===== src/rtl/fetch_ctrl.sv =====
// Instruction fetch controller: PC sequencing, one-entry skid buffer, redirect and halt handling.
// Optional imem wait-cycle counter enabled by defining FETCH_WAIT_CNT_EN.
//
// state | meaning
// FETCH | requesting imem at pc, capturing into IF/ID when ready
// HOLD  | word parked in skid buffer while IF/ID is stalled
// REDIR | one cycle with no request after a taken branch
// HALT  | halt opcode fetched; frozen until reset
module fetch_ctrl (
    input  logic        clk,
    input  logic        rst,
    input  logic        stall,
    input  logic        redirect,
    input  logic [15:0] redirect_addr,
    input  logic        imem_ready,
    input  logic [15:0] imem_instr,
    output logic        imem_req,
    output logic [15:0] imem_addr,
    output logic [15:0] pc_out,
    output logic [15:0] ifid_instr,
    output logic [15:0] ifid_pc2,
    output logic        ifid_valid,
    output logic        halted,
    output logic [15:0] wait_cnt
);

    typedef enum logic [1:0] {
        FETCH = 2'd0,
        HOLD  = 2'd1,
        REDIR = 2'd2,
        HALT  = 2'd3
    } state_t;

    state_t      state, state_nxt;
    logic [15:0] pc, pc_nxt;
    logic [15:0] skid, skid_nxt;
    logic [15:0] ifid_instr_nxt, ifid_pc2_nxt;
    logic        ifid_valid_nxt;
    logic        capture;
    logic [15:0] cap_word;
    logic [15:0] pc_plus2;

    assign pc_plus2 = pc + 16'd2;

    always_ff @(posedge clk or posedge rst) begin
        if (rst) begin
            state      <= FETCH;
            pc         <= 16'h0000;
            skid       <= 16'h0000;
            ifid_instr <= 16'h0000;
            ifid_pc2   <= 16'h0000;
            ifid_valid <= 1'b0;
        end else begin
            state      <= state_nxt;
            pc         <= pc_nxt;
            skid       <= skid_nxt;
            ifid_instr <= ifid_instr_nxt;
            ifid_pc2   <= ifid_pc2_nxt;
            ifid_valid <= ifid_valid_nxt;
        end
    end

    always_comb begin
        state_nxt      = state;
        pc_nxt         = pc;
        skid_nxt       = skid;
        ifid_instr_nxt = ifid_instr;
        ifid_pc2_nxt   = ifid_pc2;
        ifid_valid_nxt = ifid_valid;
        capture        = 1'b0;
        cap_word       = imem_instr;

        // Redirect beats stall, ready and a same-cycle halt capture.
        if (redirect && state != HALT) begin
            pc_nxt         = {redirect_addr[15:1], 1'b0};
            ifid_valid_nxt = 1'b0;
            skid_nxt       = 16'h0000;
            state_nxt      = REDIR;
        end else begin
            case (state)
                FETCH: begin
                    if (imem_ready) begin
                        if (stall) begin
                            skid_nxt  = imem_instr;
                            state_nxt = HOLD;
                        end else begin
                            capture = 1'b1;
                        end
                    end else if (!stall) begin
                        ifid_valid_nxt = 1'b0;
                    end
                end
                HOLD: begin
                    if (!stall) begin
                        capture  = 1'b1;
                        cap_word = skid;
                    end
                end
                REDIR:   state_nxt = FETCH;
                HALT:    state_nxt = HALT;
                default: state_nxt = FETCH;
            endcase
        end

        if (capture) begin
            ifid_instr_nxt = cap_word;
            ifid_pc2_nxt   = pc_plus2;
            ifid_valid_nxt = 1'b1;
            if (cap_word[15:12] == 4'hF) begin
                state_nxt = HALT;
            end else begin
                pc_nxt    = pc_plus2;
                state_nxt = FETCH;
            end
        end
    end

    assign imem_req  = (state == FETCH);
    assign imem_addr = pc;
    assign pc_out    = pc;
    assign halted    = (state == HALT);

`ifdef FETCH_WAIT_CNT_EN
    logic [15:0] wait_cnt_q;

    always_ff @(posedge clk or posedge rst) begin
        if (rst) begin
            wait_cnt_q <= 16'h0000;
        end else if (state == FETCH && !imem_ready && wait_cnt_q != 16'hFFFF) begin
            wait_cnt_q <= wait_cnt_q + 16'd1;
        end
    end

    assign wait_cnt = wait_cnt_q;
`else
    assign wait_cnt = 16'h0000;
`endif

endmodule

===== config.mk =====
export PLATFORM = sky130hd
export DESIGN_NAME = fetch_ctrl
export DESIGN_NICKNAME = d
export VERILOG_FILES = /design/src/rtl/fetch_ctrl.sv
export SDC_FILE = /design/constraint.sdc
export NUM_CORES = 1
export LEC_CHECK = 0
export CORE_AREA = 2 2 113 71
export DETAILED_ROUTE_END_ITERATION = 8
export DIE_AREA = 0 0 115 73
export PLACE_DENSITY = 0.84
export SYNTH_ARGS = -nofsm -noshare
export SYNTH_HDL_FRONTEND = slang
export SYNTH_SLANG_ARGS = --single-unit

===== constraint.sdc =====
create_clock -name clk -period 4.9 [get_ports clk]
set_input_delay 0.49 -clock clk [delete_from_list [all_inputs] [get_ports clk]]
set_output_delay 0.49 -clock clk [all_outputs]
set_load 0.05 [all_outputs]

Yosys cells after proc, flatten, opt, wreduce, memory -nomap -nowiden
Cells that the tools add are included.
- flip-flop bits (word level): 67
- latch bits: 0
- memory bits (writable): 0
- bits in read-only memories: 0
- bits of input ports: 37
- output and inout port bits: 83
- memories: 0
- add/subtract/negate cells: 1
- multiply operators: 0
- div/mod/pow operators: 0
- $lt $le $gt $ge: 0
- eq/ne operators: 9
- shift-type cells: 0
- muxes and demuxes: 24
- bitwise gates (word level): 0
- reductions and logical operators: 9
- operators with widths (operator ; count):
    $mux W16 ; 9
    $add A16 B2 Y16 const B ; 1
    $mux W2 ; 5
    $mux W1 ; 8
    $ne A4 B2 Y1 const B ; 2
    $ne A3 B1 Y1 const B ; 2
    $pmux W2 S3 ; 1
    $reduce_and A3 Y1 ; 2
    $reduce_bool A5 Y1 ; 1
    $eq A2 B2 Y1 const B ; 2
    $eq A4 B4 Y1 const B ; 1
    $reduce_bool A2 Y1 ; 2
    $reduce_bool A3 Y1 ; 1
    $eq A2 B1 Y1 const B ; 1
    $logic_not A2 Y1 ; 1
    $ne A2 B2 Y1 const B ; 1
    $pmux W1 S2 ; 1
    $reduce_and A2 Y1 ; 1
    $logic_and A1 B1 Y1 ; 1

Longest topological paths before layout
- depth in word-level cells: 6
- mapped depth: 9

Worst setup path after synthesis
No wires, ideal clock.
- path kind: register -> register
- start point: register state[1]
- end point: register pc[4] (netlist: imem_addr[4])
- library setup time: 120 ps
- arrival: 2246 ps
- path slack: 2534 ps
- stages on the path, launching flop included: 10
- path buffers: 2
- period minus slack after synthesis: 2366 ps
- cell sequence: dfrtp_1 -> inv_1 -> ha_1 -> a21oi_1 -> or2_0 -> buf_4 -> nor4_4 -> buf_2 -> nand2_1 -> o211a_1
- elaborated cells on any way between the ends: 12
- those cells by class: eq/ne: 3; mux: 7; reduce/logical: 2
- RTL lines (what ; RTL line ; source):
    from (decl) ; 34 ; state_t state, state_nxt;
    from (signal assigned) ; 54 ; state <= state_nxt;
    $logic_not A2 Y1 ; n/a ;
    net imem_req ; 17 ; output logic imem_req,
    $pmux W1 S2 ; 80 ; case (state)
    $mux W1 ; 74 ; if (redirect && state != HALT) begin
    $mux W16 ; 105 ; if (capture) begin
    net pc_nxt[4] ; 35 ; logic [15:0] pc, pc_nxt;
    to (signal assigned) ; 55 ; pc <= pc_nxt;
    to (decl) ; 35 ;
The timed path passes the listed nets, and every way through them passes these cells.
A chain may end at the register's enable or synchronous reset.

==> results.md <==
- First-pass DRT Iterations: 4
- Unrepaired setup endpoints after global routing: false
- Layout Skew: ~0.0033 ns
- CORE AREA: 7510 µm²
- Initial antenna violation count: 0
- Setup TNS Final: 0 ns
- #FFs+latches synth: 67
- Post-CTS setup buffer count: 0
- Max_cap viols: 0
- Hold_ws: between 0.5 and 0.6 ns
- Required time worst endpoint: slightly above 5 ns
- Critical Path End: imem_addr[9]
- Grt met3 use: around 6%
- Met2 Use GR: 34.2%
- Post-cts resize count: 0
- # diodes: 0
- Global Route met1 Usage: between 20% and 30%
- Pins Over Slew Limit: 0
- Cells after Synth: between 300 and 400
- I/O pin count: between 100 and 150
- Routed len/inst: between 15 and 20 µm
- R2R Setup Slk: about 1.9 ns
- Slew HR: about 44%
- RR Endpoint: imem_addr[9]
- Final wirelength: slightly below 9000 µm
- Clock Path Buffers: 2
- CTS H-Tree Depth: 3
- First-pass GRT wire length: about 14,000 µm
- Final setup fails: 0
- Total number of vias: approximately 2,900
- Post-synth top area share: between 40% and 50%
- Height of the die: approximately 73 µm
- Largest net degree at the start of global routing: just under 70
- Clock root cell: clkbuf_16
- Skew-Pair Late Insertion Delay: about 0.33 ns
- Overall routing resource usage: 21.6%
- Via density per instance: between 5 and 6
- DR DRC count: 0
- Post-synthesis async set-or-reset flop share: 100%
- Crit path capture type: flop
- Post-DRT Antenna Nets: 0
- Most frequently used flop master after synthesis: dfrtp_1
- Post-Place Cell Area: between 4000 and 5000 µm²
- Pwr/cell area: approximately 760 nW/µm²
- Clock slew at reported path FFs: roughly 0.060 ns
- Most used routing layer: met2
- Startpoint types: flop
- # rows: 25
- Most common cell in the netlist: dfrtp_1
- CTS Buf Count: 9
- Area grow syn2layout: 34.5%
- Placer congestion estimate: a little under 0.8
- Highest Clock Rate: between 300 and 400 MHz
- R2R depth: 6
- Synth unique cells: 43
- YS warnings: 0
- Hold Vio Cnt, Final: 0
- Die Wd: 115 µm
- CP Data Arrival Time: 3.17 ns
- Final Cell Area: between 4000 and 5000 µm²
- Nets: a little under 500
- Synth top cells by count: dfrtp_1, a21oi_1, nor2_1
- Period minus WS final: a little under 3 ns
- Hold Path Class: flop to flop
- Initial Util: about 47%
- Initial DRC Count: 168
- Filler cell count: between 600 and 700
- Congestion Overflow GR: 0
- Input/output buffers: 102
- Hold buffer count at cts: 0
- Die area: approximately 8400 µm²
- Fraction of layout instances using a drive strength above 1: under 10%
- Outcome: finished clean
- CTS tree: done
- Avg Cell Area, Syn: between 9 and 10 µm²
- Final Cycle Share: between 60% and 70%
- Max FO, Critical Path: 17
- Post-synth EDFFs: 0
- Leakage power: 2.04 nW
- Cell type with the largest total area after synthesis: dfrtp_1
- Top post-synthesis cells by area: dfrtp_1, buf_4, a21oi_1, mux2i_1, nor2_1
- Vias in the first global route: 2,888
- Max IR drop VDD: 0.000296 V
- Clk sinks: 67
- Detailed placement HPWL: about 6200 µm
- Mapped Area: between 3000 and 4000 µm²
- Sequential element share of the synthesized area: between 40% and 50%
- Setup CP Type: flop to flop
- Worst-margin pin slew: 0.833 ns
-- registers in the layout, summed over array words and instances, names as in the netlist, named ones only --
signal      count
ifid_instr     16
ifid_pc2       16
ifid_valid      1
imem_addr      16
skid           16
state           1
-- layout by cell type, fill, tap and decap left out, types with 2 or more instances in the layout --
| cell type | netlist | final |
|---|---|---|
| nand3_1 | 5 | 5 |
| buf_4 | 34 | 3 |
| nor4_1 | 3 | 3 |
| clkbuf_16 | 0 | 9 |
| xor2_1 | 4 | 4 |
| ha_1 | 5 | 5 |
| clkdlybuf4s50_1 | 0 | 102 |
| inv_1 | 8 | 7 |
| o21ai_0 | 7 | 7 |
| a21oi_1 | 48 | 48 |
| and2_1 | 3 | 3 |
| nand2_1 | 41 | 41 |
| mux2i_1 | 18 | 18 |
| nand4_1 | 4 | 4 |
| xnor2_1 | 13 | 13 |
| mux2_2 | 2 | 2 |
| and3_1 | 7 | 7 |
| a211oi_1 | 4 | 4 |
| bufinv_16 | 0 | 2 |
| o211a_1 | 2 | 2 |
| nor2_1 | 42 | 41 |
| a311oi_1 | 10 | 10 |
| and4_1 | 3 | 3 |
| clkinvlp_4 | 0 | 2 |
| conb_1 | 1 | 16 |
| dfrtp_1 | 67 | 67 |
-- critical path: stages (launching register included) --
cell and delay (ns):
dfrtp_1 0.41, ha_1 0.28, nand2b_1 0.62, a31oi_2 0.32, nor4_4 0.75, mux2i_1 0.18, o221a_1 0.27
-- report_power, final --
group | total [W] | internal (W) | switching (W)
logic | 0.00196 | 0.000646 | 0.00131
registers | 0.000952 | 0.000759 | 0.000194
clock network | 0.000696 | 0.000459 | 0.000238
-- final cells by class --
cell class	count	area, µm²	share of cell area, %
inverters	8	30.0	0.632
flip-flops and latches	67	1680	35.3
clock inverters	6	88.8	1.87
well taps	94	118	2.48
clock buffers	10	239	5.03
multi-input cells	255	1560	32.7
repair buffers	105	1040	22.0
-- routing by layer --
| layer | routed length, µm | vias up |
|---|---|---|
| li1 | - | 1395 |
| met1 | 4030 | 1439 |
| met2 | 4190 | 108 |
| met3 | 632 | 7 |
| met4 | 55 | 0 |
| met5 | 0 | - |
-- logic make-up after synthesis --
kind of cell | share of synthesized area [%]
buf+inv | 10.5
fa+ha+maj | 1.77
other cells | 0.106
xor+xnor | 4.22
compound gates | 14.0
flops | 47.5
mux | 5.74
simple gates | 16.2
-- metrics by stage --
step | util [%] | setup WS (ns) | power [W] | instances
final | 63.3 | 1.94 | 0.00360 | 545
after global routing | 63.3 | 1.72 | 0.00377 | 545
after CTS | 63.3 | 1.96 | 0.00362 | 545
after detailed placement | 58.9 | 1.78 | 0.00291 | 529
after global placement | 58.9 | 1.87 | 0.00286 | 529
after floorplan | - | 2.53 | 0.00234 | 383
-- worst min path at each step --
stage / cells past startpoint / startpoint / to / slack (ns)
floorplan: 1 / imem_addr[0] / imem_addr[0] / 0.50
global placement: 1 / ifid_pc2[0] / ifid_pc2[0] / 0.50
detailed placement: 1 / ifid_pc2[0] / ifid_pc2[0] / 0.50
CTS: 1 / ifid_pc2[0] / ifid_pc2[0] / 0.52
global route: 1 / ifid_pc2[0] / ifid_pc2[0] / 0.54
finish: 1 / ifid_pc2[0] / ifid_pc2[0] / 0.52
(Power assumes the default switching activity.)
